**config.mk**
```make
export PLATFORM = sky130hd
export DESIGN_NAME = alu_result_queue
export DESIGN_NICKNAME = d
export VERILOG_FILES = /design/src/rtl/alu_rq_pkg.sv /design/src/rtl/alu_rq_fifo.sv /design/src/rtl/alu_result_queue.sv
export SDC_FILE = /design/constraint.sdc
export NUM_CORES = 1
export LEC_CHECK = 0
export ABC_AREA = 0
export BUFFER_PORTS_ARGS = -buffer_cell sky130_fd_sc_hd__buf_2
export CORE_MARGIN = 4
export CORE_UTILIZATION = 45
export DETAILED_ROUTE_END_ITERATION = 10
export GPL_TIMING_DRIVEN = 0
export PLACE_DENSITY = 0.74
export SKIP_LAST_GASP = 1
export SLEW_MARGIN = 15
export SYNTH_ARGS = -nofsm -noshare
export SYNTH_HDL_FRONTEND = slang
export SYNTH_SLANG_ARGS = --single-unit
```
**constraint.sdc**
```tcl
create_clock -name clock -period 2 [get_ports clock]
set_input_delay 0.4 -clock clock [delete_from_list [all_inputs] [get_ports clock]]
set_output_delay 0.4 -clock clock [all_outputs]
set_load 0.005 [all_outputs]
```
**src/rtl/alu_rq_pkg.sv**
```systemverilog
// -----------------------------------------------------------------------------
// alu_rq_pkg
// Shared definitions for the ALU result queue: flag bit positions, entry
// field widths and the packed FIFO entry layout {inst, flags, data}.
// -----------------------------------------------------------------------------
package alu_rq_pkg;

   localparam int FLAG_OVF = 0;
   localparam int FLAG_C   = 1;
   localparam int FLAG_Z   = 2;
   localparam int FLAG_RSV = 3;

   localparam int DATA_W  = 32;
   localparam int FLAGS_W = 4;
   localparam int INST_W  = 4;
   localparam int ENTRY_W = DATA_W + FLAGS_W + INST_W;

   typedef struct packed {
      logic [INST_W-1:0]  inst;
      logic [FLAGS_W-1:0] flags;
      logic [DATA_W-1:0]  data;
   } alu_rq_entry_t;

   // Keep only the architected flags; the reserved bit never leaves the block.
   function automatic logic [FLAGS_W-1:0] clean_flags(input logic [FLAGS_W-1:0] f);
      logic [FLAGS_W-1:0] r;
      r = '0;
      r[FLAG_OVF] = f[FLAG_OVF];
      r[FLAG_C]   = f[FLAG_C];
      r[FLAG_Z]   = f[FLAG_Z];
      r[FLAG_RSV] = 1'b0;
      return r;
   endfunction

   function automatic alu_rq_entry_t make_entry(input logic [DATA_W-1:0]  data,
                                                input logic [FLAGS_W-1:0] flags,
                                                input logic [INST_W-1:0]  inst);
      alu_rq_entry_t e;
      e.inst  = inst;
      e.flags = clean_flags(flags);
      e.data  = data;
      return e;
   endfunction

endpackage

```
**src/rtl/alu_rq_fifo.sv**
```systemverilog
// -----------------------------------------------------------------------------
// alu_rq_fifo
// Generic DEPTH x W storage with wrapping read/write pointers and an occupancy
// counter. Full/empty are derived from the counter, not from pointer compare.
// The caller guarantees no push when full (unless popping) and no pop when
// empty.
//
// Ports:
//   clock    in   rising-edge clock
//   reset_n  in   asynchronous active-low reset (storage, pointers, count)
//   push     in   write wdata at the tail
//   pop      in   retire the head entry
//   wdata    in   W   entry to write
//   rdata    out  W   head entry (mem[rd_ptr])
//   count    out  clog2(DEPTH)+1  occupied entries
//   full     out  count == DEPTH
//   empty    out  count == 0
// -----------------------------------------------------------------------------
module alu_rq_fifo #(
   parameter int DEPTH = 4,
   parameter int W     = 40
) (
   input  logic                     clock,
   input  logic                     reset_n,
   input  logic                     push,
   input  logic                     pop,
   input  logic [W-1:0]             wdata,
   output logic [W-1:0]             rdata,
   output logic [$clog2(DEPTH):0]   count,
   output logic                     full,
   output logic                     empty
);

   localparam int PTR_W = $clog2(DEPTH);
   localparam int CNT_W = PTR_W + 1;
   localparam logic [PTR_W-1:0] PTR_ONE = PTR_W'(1);
   localparam logic [CNT_W-1:0] CNT_ONE = CNT_W'(1);
   localparam logic [CNT_W-1:0] CNT_MAX = CNT_W'(DEPTH);

   logic [W-1:0]     mem [DEPTH];
   logic [PTR_W-1:0] wr_ptr;
   logic [PTR_W-1:0] rd_ptr;

   // Storage is reset too so the head reads as zero straight out of reset.
   always_ff @(posedge clock or negedge reset_n) begin
      if (!reset_n) begin
         wr_ptr <= '0;
         rd_ptr <= '0;
         count  <= '0;
         for (int i = 0; i < DEPTH; i++) begin
            mem[i] <= '0;
         end
      end else begin
         if (push) begin
            mem[wr_ptr] <= wdata;
            wr_ptr      <= wr_ptr + PTR_ONE;
         end
         if (pop) begin
            rd_ptr <= rd_ptr + PTR_ONE;
         end
         unique case ({push, pop})
            2'b10:   count <= count + CNT_ONE;
            2'b01:   count <= count - CNT_ONE;
            default: count <= count;
         endcase
      end
   end

   assign rdata = mem[rd_ptr];
   assign full  = (count == CNT_MAX);
   assign empty = (count == '0);

endmodule

```
**src/rtl/alu_result_queue.sv**
```systemverilog
// -----------------------------------------------------------------------------
// alu_result_queue
// Captures each valid ALU result {z, flags, inst} into a small FIFO and hands
// it to a consumer over valid/ready. The ALU cannot stall, so results arriving
// while the queue is full (and not draining) are dropped and counted in a
// saturating counter. A sticky register ORs the flags of every accepted result
// since reset or the last sticky_clr.
//
// Build option:
//   ALU_RQ_BYPASS_EN  when defined and the queue is empty, an incoming result
//                     is presented combinationally on out_*; if the consumer
//                     takes it in the same cycle it is never stored.
//                     Undefined (default): one-cycle minimum latency, no
//                     combinational input-to-output path.
//
// Ports:
//   clock       in   rising-edge clock
//   reset_n     in   asynchronous active-low reset
//   in_valid    in   ALU result valid this cycle
//   z           in   32  ALU result
//   flags       in   4   {rsv, zero, carry, ovf}
//   inst        in   4   opcode tag
//   in_ready    out  queue not full (advisory)
//   out_valid   out  head entry available
//   out_ready   in   consumer accepts head entry
//   out_data    out  32  head result
//   out_flags   out  4   head flags, [3] always 0
//   out_inst    out  4   head opcode tag
//   count       out  clog2(DEPTH)+1  occupied entries
//   sticky      out  4   OR of accepted flags, [3] always 0
//   sticky_clr  in   synchronous clear of sticky
//   drop_cnt    out  CNT_W  saturating count of dropped results
// -----------------------------------------------------------------------------
module alu_result_queue
   import alu_rq_pkg::*;
#(
   parameter int DEPTH = 4,
   parameter int CNT_W = 8
) (
   input  logic                     clock,
   input  logic                     reset_n,
   input  logic                     in_valid,
   input  logic [DATA_W-1:0]        z,
   input  logic [FLAGS_W-1:0]       flags,
   input  logic [INST_W-1:0]        inst,
   output logic                     in_ready,
   output logic                     out_valid,
   input  logic                     out_ready,
   output logic [DATA_W-1:0]        out_data,
   output logic [FLAGS_W-1:0]       out_flags,
   output logic [INST_W-1:0]        out_inst,
   output logic [$clog2(DEPTH):0]   count,
   output logic [FLAGS_W-1:0]       sticky,
   input  logic                     sticky_clr,
   output logic [CNT_W-1:0]         drop_cnt
);

   localparam logic [CNT_W-1:0] DROP_ONE = CNT_W'(1);

   alu_rq_entry_t in_entry;
   alu_rq_entry_t head_entry;
   alu_rq_entry_t out_entry;

   logic full;
   logic empty;
   logic push;
   logic pop;
   logic drop;
   logic bypass;
   logic fifo_push;
   logic fifo_pop;

   assign in_entry = make_entry(z, flags, inst);

`ifdef ALU_RQ_BYPASS_EN
   // While empty, the live input is the head. If the consumer is not ready it
   // is simply stored and re-presented from the FIFO next cycle.
   assign bypass    = empty & in_valid & out_ready;
   assign out_valid = ~empty | in_valid;
   assign out_entry = empty ? in_entry : head_entry;
`else
   assign bypass    = 1'b0;
   assign out_valid = ~empty;
   assign out_entry = head_entry;
`endif

   assign pop  = out_valid & out_ready;
   // A full queue still accepts a result when the head leaves in the same cycle.
   assign push = in_valid & (~full | pop);
   assign drop = in_valid & full & ~pop;

   // A bypassed result counts as pushed and popped but never touches storage.
   assign fifo_push = push & ~bypass;
   assign fifo_pop  = pop & ~bypass;

   alu_rq_fifo #(
      .DEPTH (DEPTH),
      .W     (ENTRY_W)
   ) u_fifo (
      .clock   (clock),
      .reset_n (reset_n),
      .push    (fifo_push),
      .pop     (fifo_pop),
      .wdata   (in_entry),
      .rdata   (head_entry),
      .count   (count),
      .full    (full),
      .empty   (empty)
   );

   assign in_ready  = ~full;
   assign out_data  = out_entry.data;
   assign out_flags = out_entry.flags;
   assign out_inst  = out_entry.inst;

   // Clear and push in the same cycle keep only the new flags.
   always_ff @(posedge clock or negedge reset_n) begin
      if (!reset_n) begin
         sticky <= '0;
      end else begin
         sticky <= (sticky_clr ? '0 : sticky) | (push ? in_entry.flags : '0);
      end
   end

   always_ff @(posedge clock or negedge reset_n) begin
      if (!reset_n) begin
         drop_cnt <= '0;
      end else if (drop && (drop_cnt != '1)) begin
         drop_cnt <= drop_cnt + DROP_ONE;
      end
   end

endmodule

```
# Yosys cells after proc, flatten, opt, wreduce, memory -nomap -nowiden
# Cells that the tools add are included.
# word_totals
word_cells	45
reg_bits	179
in_bits	45
# classes
magnitude_cmp	3
eq_ne	4
bitwise_logic	11
n_reduce_logical	4
n_mux	9
n_addsub	5
# op_table
op	n
bitwise mux 160 bit	1
two-way mux 40 bit	3
binary-select mux 40 bit (select 2 bit)	1
demux 40 bit (select 2 bit)	1
adder 8 x 1 -> 8 bit, second input constant	1
!= test 8 bit, second input constant	1
>= comparator 3 bit, second input constant	2
NOT 2 -> 3 bit	2
case mux 3 bit (2 select lines)	1
adder 2 x 1 -> 2 bit, second input constant	2
AND 1 bit	4
two-way mux 4 bit	1
bitwise OR 4 x 3 -> 4 bit	1
adder 3 x 1 -> 3 bit, second input constant	1
equality test 3 bit, second input constant	1
logical NOT 3 bit	1
less-than comparator 3 x 1 -> 1 bit, second input constant	1
two-way mux 3 bit	1
NOT 1 bit	3
subtractor 3 x 1 -> 3 bit, second input constant	1
equality test 2 x 1 -> 1 bit, second input constant	1
equality test 2 bit, second input constant	1
logical AND 1 bit	2
nonzero test 2 bit	1
bitwise OR 1 bit	1

# Logic depth before layout (Yosys ltp)
# Gate-level depths: netlist of the first run.
# logic_depth
word_depth	7
mapped_depth	10
mapped_depth_nobuf	9

# Modules after synthesis
# Synthesis of the first run repeated with hierarchy kept, for this count alone.
# hier_totals
cells_unflattened	483
hier_area_um2	7915.1
# by_module_without_submodules
module	area_per_inst_um2	seq_area_each_um2	n_inst	cells_each
alu_rq_fifo	7342.0	4179.0	1	423
alu_result_queue	573.0	275.3	1	60

# Least setup slack after synthesis of the first run
# OpenSTA, ideal clock, no wires.
# synth_path
kind	register to register
from	register u_fifo.count[0]
to	register u_fifo.count[2]
arrival_ns	2.022
t_required_ns	1.921
path_slack_ns	-0.101
stages_incl_launch_ff	11
setup_time_ns	0.079
synth_period_minus_slack_ns	2.101
path_buffers	1
cell_sequence	dfrtp_1 nor4b_4 nor2b_2 buf_6 inv_1 ha_1 inv_1 fa_1 xor2_1 nor2_1 xor2_1
# synth_between
elab_chain_len	7
word_cells_on_any_way	13
cone_classes	add/sub (2); eq/ne (3); mux (1); bitwise (5); reduce/logical (2)
# synth_rtl
element	line_no	text
start, declared	alu_rq_fifo.sv:29	output logic [$clog2(DEPTH):0] count,
start signal, assigned	alu_rq_fifo.sv:62	2'b10: count <= count + CNT_ONE;
start signal, assigned	alu_rq_fifo.sv:63	2'b01: count <= count - CNT_ONE;
start signal, assigned	alu_rq_fifo.sv:64	default: count <= count;
logical NOT 3 bit	alu_rq_fifo.sv:71	assign empty = (count == '0);
NOT 1 bit	alu_result_queue.sv:83	assign out_valid = ~empty;
AND 1 bit	alu_result_queue.sv:87	assign pop = out_valid & out_ready;
bitwise OR 1 bit	alu_result_queue.sv:89	assign push = in_valid & (~full | pop);
AND 1 bit	alu_result_queue.sv:89	
equality test 2 x 1 -> 1 bit / equality test 2 bit (equally long branches)	alu_rq_fifo.sv:61	unique case ({push, pop})
case mux 3 bit (2 select lines) / nonzero test 2 bit (equally long branches)	n/a	
# Parallel ways exist; a longest one is shown, timed or not.
# A chain may end at the register's enable or synchronous reset.

# Worst setup path in the final report of the first run
# layout_path
from	register u_fifo.rd_ptr[0]
to	output port out_data[18]
# layout_between
elab_chain_len	4
# layout_rtl
element	line_no	text
start, declared	alu_rq_fifo.sv:42	logic [PTR_W-1:0] rd_ptr;
start signal, assigned	alu_rq_fifo.sv:59	rd_ptr <= rd_ptr + PTR_ONE;
NOT 2 -> 3 bit (implied by the code)	alu_rq_fifo.sv:69	assign rdata = mem[rd_ptr];
binary-select mux 40 bit (select 2 bit)	alu_rq_fifo.sv:69	
two-way mux 40 bit (implied by the code) (2 in series)	alu_rq_fifo.sv:69	
end, declared	alu_result_queue.sv:49	output logic [DATA_W-1:0] out_data,
# No other way between the ends. The select of a mux whose other input is x is not followed.

==> impl_metrics.json, run 1 <==
{
  "outcome": "finished with violations",
  "violations": "setup timing",
  "areaGrowthSynthToFinish_pct": 24.4,
  "hpwl_microns": 11000,
  "pre_cts_ws_ps": -370,
  "slowest_stage": "mux4_2",
  "drt_pass1_iterations": 4,
  "rsz0062_at_grt": "true",
  "cp_data_required_time_ps": 1600,
  "wire_per_inst_microns": 19.5,
  "setup_viol": 39,
  "hold_viol_final": 0,
  "grt_start_max_net_pins": 90,
  "synth_area_leaders": "dfrtp_1, mux2_2, mux4_2, mux2_4, buf_12",
  "drive_gt1_share_pct": 62.2,
  "core_area_sq_um": 17200,
  "p_seq_share_pct": 36.6,
  "leakage_nw": 4.47,
  "io_buffers": 98,
  "grt_antenna_before_repair": 1,
  "path_cells": "buf_12, clkbuf_16, mux4_2, buf_2",
  "cts_tree": "built",
  "gr-total-overflow": 0,
  "gr-usage-all-layers_pct": 17.3,
  "critical_path_class": "reg -> out",
  "clockBufferDepth": 2,
  "cpPeakStageDelay_ps": 490,
  "cts_buffers": 17,
  "final.setup.tns_ps": -6680,
  "postRouteAntennaNets": 0,
  "switching_power_mw": 4.93,
  "htree_levels": 4,
  "relSlewSlack_pct": 55.6,
  "cts_root_buffer": "clkbuf_16",
  "gp_congestion": 0.742,
  "chipWidth_microns": 140,
  "path_max_fanout": 7,
  "crit_family": "buffers and inverters",
  "slew_viol_final": 0,
  "fin_nets": 669,
  "avgSynthCellArea_sq_um": 16.7,
  "setup.worst_path.end_class": "output port",
  "vias": 4456,
  "synth-async-reset-ratio_pct": 100,
  "drt-vias-per-instance": 5.21,
  "irDropWorstVdd_uv": 789,
  "cts.sinks": 174,
  "syn-instance-count": 472,
  "ys_warn_count": 0,
  "clock_latency_ps": 430,
  "fmax_mhz": 454,
  "yosysMostFrequentCell": "dfrtp_1",
  "fill_cells": 1329,
  "hold_class": "in -> reg",
  "synth_area_sq_um": 7880,
  "routed_wl_microns": 16700,
  "yosys.area.top_type": "dfrtp_1",
  "yosys-top-cells-count": "dfrtp_1, mux2_2, mux4_2",
  "synth_cell_types": 30,
  "startpoint_type": "flip-flop",
  "path_buf_inv": 3,
  "fin_skew_ps": 9.66,
  "final-seq-area_sq_um": 4360,
  "arrival_ps": 1800,
  "dieArea_sq_um": 19700,
  "synth_edf_count": 0,
  "cts.clk_slew.worst_paths_ps": 60,
  "grt_pass1_wl_microns": 26500,
  "drc": 0,
  "grt_pass1_vias": 4944,
  "ys_ff_latch": 174,
  "powerDensity_nw_per_um2": 1730,
  "num_io_pins": 102,
  "p_int_mw": 12.0,
  "max_cap_viol_count": 0,
  "power_frac_clock_pct": 19.5,
  "worstMarginPinSlew_ps": 665,
  "period_minus_slack_ps": 2200,
  "netlist.area_leader.share_pct": 55.3,
  "start_util_pct": 45.7,
  "synth_top_flop_cell": "dfrtp_1",
  "multi_input_area_sq_um": 3260,
  "period_share_pct": 110,
  "swShare_pct": 29.1,
  "setup_ws_ps": -201,
  "seq_area_frac_synth_pct": 55.3,
  "die_h_microns": 140,
  "rows": 48,
  "drt_iter0_drc": 162,
  "combPwrFrac_pct": 43.9,
  "antennaDiodeCount": 0
}
sequential cells by signal (all words and copies together) (netlist names):
name and flops:
sticky 3, u_fifo.count 3, u_fifo.rd_ptr 2, u_fifo.wr_ptr 2
drop_cnt 8, u_fifo.mem 156
final cells by class:
cell class | count | share of cell area (%)
inverters | 12 | 0.485
multi-input cells | 259 | 33.3
clock inverters | 12 | 1.47
plain buffers | 26 | 3.44
flip-flops and latches | 174 | 44.5
repair buffers | 127 | 9.46
well taps | 225 | 2.87
clock buffers | 20 | 4.56
final timing paths:
path | startpoint | endpoint | slack (ps) | cells after the start
max | u_fifo.rd_ptr[0] | out_data[18] | -200 | 4
min | sticky_clr | sticky[1] | 170 | 2
max reg2reg | u_fifo.count[1] | u_fifo.count[2] | -20 | 10
min reg2reg | u_fifo.mem[40] | u_fifo.mem[40] | 500 | 1
max in group asynchronous | reset_n | u_fifo.rd_ptr[0] | 580 | 3
min in group asynchronous | reset_n | u_fifo.mem[12] | 560 | 2
routing by layer:
layer	up-vias	track usage, %	share of wire (%)	wire (microns)
met5	-	0	0.042	7
met4	2	5.86	1.4	231
met3	17	5.22	5.8	966
met2	108	28.6	51	8420
met1	2312	21.7	42	7040
li1	2017	-	-	-
cell usage in the layout (no fill, tap or decap), types with 3 or more instances in the layout:
cell / count
nand4_1: 3
ha_1: 5
inv_1: 10
buf_6: 14
nand2_1: 11
dfrtp_1: 172
clkinv_2: 6
xnor2_1: 5
clkbuf_16: 23
buf_4: 21
bufinv_16: 3
nor2_1: 4
xor2_1: 3
buf_2: 94
nand3_1: 3
mux4_2: 39
mux2_2: 129
buf_12: 13
mux2i_1: 3
mux2_4: 30
a21oi_1: 4
o21ai_0: 4
cell families after synthesis:
kind of cell    after synthesis  share of synthesized area, %
mux                         201                          35.7
flops                       174                          55.3
compound gates                9                         0.604
xor+xnor                      8                         0.889
simple gates                 32                          2.43
buf+inv                      40                          3.87
fa+ha+maj                     7                          1.21
other cells                   1                        0.0476
repair_timing:
action / CTS / global route
cloned: 0 / 6
setup endpoints to repair: 41 / 152
resized for setup: 17 / 28
hold endpoints to repair: 21 / 0
setup buffers: 6 / 15
pin swaps: 3 / 3
hold buffers: 1 / 0
per-stage QoR:
step | power (mW) | cells | hold slack (ps) | utilization (%) | cell area, sq um
after floorplan | 10.7 | 473 | 104 | - | 7900
after global placement | 12.5 | 796 | 481 | 50.3 | 8670
after detailed placement | 12.9 | 797 | 452 | 50.5 | 8710
after CTS | 16.4 | 835 | 159 | 54.5 | 9400
after global routing | 18.0 | 855 | 174 | 56.8 | 9800
final | 16.9 | 855 | 173 | 56.8 | 9800
power groups by stage:
stage	sequential [mW]	clock [mW]	combinational, mW
floorplan	5.91	0	4.78
global placement	6.03	0	6.48
detailed placement	6.24	0	6.68
CTS	6.21	3.38	6.82
global route	6.39	3.53	8.07
finish	6.20	3.30	7.43
No activity file was read; power rests on OpenSTA's default activity.
==> inputs of run 2 (changes only) <==
--- a/config.mk
+++ b/config.mk
@@ -7,11 +7,13 @@
 export LEC_CHECK = 0
 export ABC_AREA = 0
 export BUFFER_PORTS_ARGS = -buffer_cell sky130_fd_sc_hd__buf_2
+export CELL_PAD_IN_SITES_DETAIL_PLACEMENT = 1
+export CELL_PAD_IN_SITES_GLOBAL_PLACEMENT = 1
 export CORE_MARGIN = 4
-export CORE_UTILIZATION = 45
+export CORE_UTILIZATION = 44
 export DETAILED_ROUTE_END_ITERATION = 10
 export GPL_TIMING_DRIVEN = 0
-export PLACE_DENSITY = 0.74
+export PLACE_DENSITY = 0.83
 export SKIP_LAST_GASP = 1
 export SLEW_MARGIN = 15
 export SYNTH_ARGS = -nofsm -noshare
==> run 2 against run 1 <==
The run still ends with setup timing left; count of clock-buffer cells in the layout up 2; register-to-register slack improved by 20 ps; setup slack better by 27 ps; via count increased by 0.27%; final cell count down 1.9%; first-iteration DRC count is 1.9% higher; non-clock buffer count shrank 15; clock skew shrank 0.57 ps; critical path depth did not move; clock power rose by 3%; hold slack better by 22 ps; critical path type unchanged; critical endpoint is now out_data[27]; largest cell class unchanged; highest routed layer unchanged.
==> impl_metrics.json, run 2 (synthesized netlist as in run 1, its figures left out) <==
{
  "core_area_sq_um": 17400,
  "drc": 0,
  "p_seq_share_pct": 37.1,
  "grt_pass1_wl_microns": 29300,
  "setup_viol": 40,
  "rows": 48,
  "irDropWorstVdd_uv": 863,
  "drt_pass1_iterations": 4,
  "layout_common_cells": "dfrtp_1, mux2_2, buf_2",
  "combPwrFrac_pct": 42.7,
  "max_cap_viol_count": 0,
  "violations": "setup timing",
  "fill_cells": 1667,
  "p_int_mw": 11.8,
  "gp_congestion": 0.759,
  "hold_viol_final": 0,
  "fin_skew_ps": 9.09,
  "chipWidth_microns": 142,
  "setup.worst_path.start": "u_fifo.rd_ptr[0]",
  "setup_ws_ps": -174,
  "cts_root_buffer": "clkbuf_16",
  "vias": 4468,
  "cts.clk_slew.worst_paths_ps": 70,
  "dpl-instance-area_sq_um": 8710,
  "cts.sinks": 174,
  "rr_startpoint": "u_fifo.count[1]",
  "fin_nets": 654,
  "hp-start": "sticky_clr",
  "startpoint_type": "flip-flop",
  "path_max_fanout": 9,
  "grt_pass1_vias": 5322,
  "num_io_pins": 102,
  "hold_slack_ps": 195,
  "cp_data_required_time_ps": 1600,
  "relSlewSlack_pct": 57.7,
  "switching_power_mw": 5.05,
  "regMostFlops": "u_fifo.mem",
  "drive_gt1_share_pct": 61.4,
  "antennaDiodeCount": 0,
  "clockBufferDepth": 2,
  "cts_buffers": 17,
  "grt_start_max_net_pins": 93,
  "hpwl_microns": 12000,
  "top_regs": "u_fifo.mem: 156 flops, drop_cnt: 8 flops",
  "swShare_pct": 29.9,
  "wire_per_inst_microns": 21.3,
  "gr-total-overflow": 0,
  "io_buffers": 98,
  "dieArea_sq_um": 20100,
  "outcome": "finished with violations",
  "routed_wl_microns": 17900,
  "power_frac_clock_pct": 20.2,
  "start_util_pct": 45.2,
  "htree_levels": 4,
  "drt_iter0_drc": 165,
  "final_common_cell": "dfrtp_1",
  "worstMarginPinSlew_ps": 634,
  "slew_viol_final": 0,
  "clock_latency_ps": 420,
  "rsz0062_at_grt": "true",
  "arrival_ps": 1770,
  "areaGrowthSynthToFinish_pct": 21.5,
  "hold_class": "in -> reg",
  "critical_path_class": "reg -> out",
  "period_share_pct": 109,
  "fmax_mhz": 460,
  "die_h_microns": 142,
  "pre_cts_ws_ps": -315,
  "setup.worst_path.end_class": "output port",
  "drt-vias-per-instance": 5.33,
  "gr-usage-all-layers_pct": 18.9,
  "leakage_nw": 4.37,
  "postRouteAntennaNets": 0,
  "grt_antenna_before_repair": 1,
  "largest_register_ffs": 156,
  "powerDensity_nw_per_um2": 1760,
  "cts_tree": "built",
  "period_minus_slack_ps": 2170,
  "fin_area_sq_um": 9570
}
==> run 2: stage by stage <==
stage,std cells,TNS [ps],power (mW),utilization (%)
3_5_place_dp,797,-9120,13.1,50.0
5_1_grt,839,-8280,17.9,55.0
2_1_floorplan,473,0,10.7,-
4_1_cts,837,-6600,17.0,54.6
6_report,839,-5190,16.9,55.0
3_3_place_gp,796,-343400,12.5,49.8
==> run 2: worst paths after layout <==
kind | endpoint | slack [ps] | cells after the start
max | out_data[27] | -170 | 4
min reg2reg | u_fifo.mem[79] | 500 | 1
min | sticky[2] | 190 | 2
max in group asynchronous | u_fifo.mem[80] | 570 | 3
max reg2reg | u_fifo.count[2] | 0 | 10
min in group asynchronous | drop_cnt[3] | 560 | 2
==> run 2: per-layer routing <==
metal	GRT usage (%)	up-vias	routed length, microns
met5	0	-	7
li1	-	1981	-
met2	34.2	80	9760
met1	22.3	2386	7120
met3	4.52	19	710
met4	5.81	2	276
==> run 2: layout make-up <==
class                      count  area, sq um  share of cell area [%]
sequential                   174         4360                    45.5
multi-input combinational    259         3250                    34.0
timing repair buffer         114          734                    7.67
clock buffer                  22          474                    4.95
buffer                        24          290                    3.03
tap                          225          282                    2.94
clock inverter                 9          135                    1.41
inverter                      12         47.5                   0.497
==> run 2: power groups by stage <==
stage	clock, mW	sequential, mW	combinational [mW]
floorplan	0	5.91	4.78
global placement	0	6.03	6.50
detailed placement	0	6.29	6.78
CTS	3.50	6.24	7.23
global route	3.67	6.47	7.77
finish	3.41	6.25	7.19
==> run 2: timing repair <==
action,4_1_cts,5_1_grt
cloned,1,2
buffers inserted,9,2
pin swaps,4,1
hold buffers,1,0
resized for setup,30,8
hold endpoints to repair,41,0
endpoints found under the setup margin,42,151
==> run 2: worst max-delay path, cell delays in order, from the launching register on <==
cell and delay [ps]:
dfrtp_2 390, buf_12 130, buf_12 140, mux4_2 540, buf_2 150
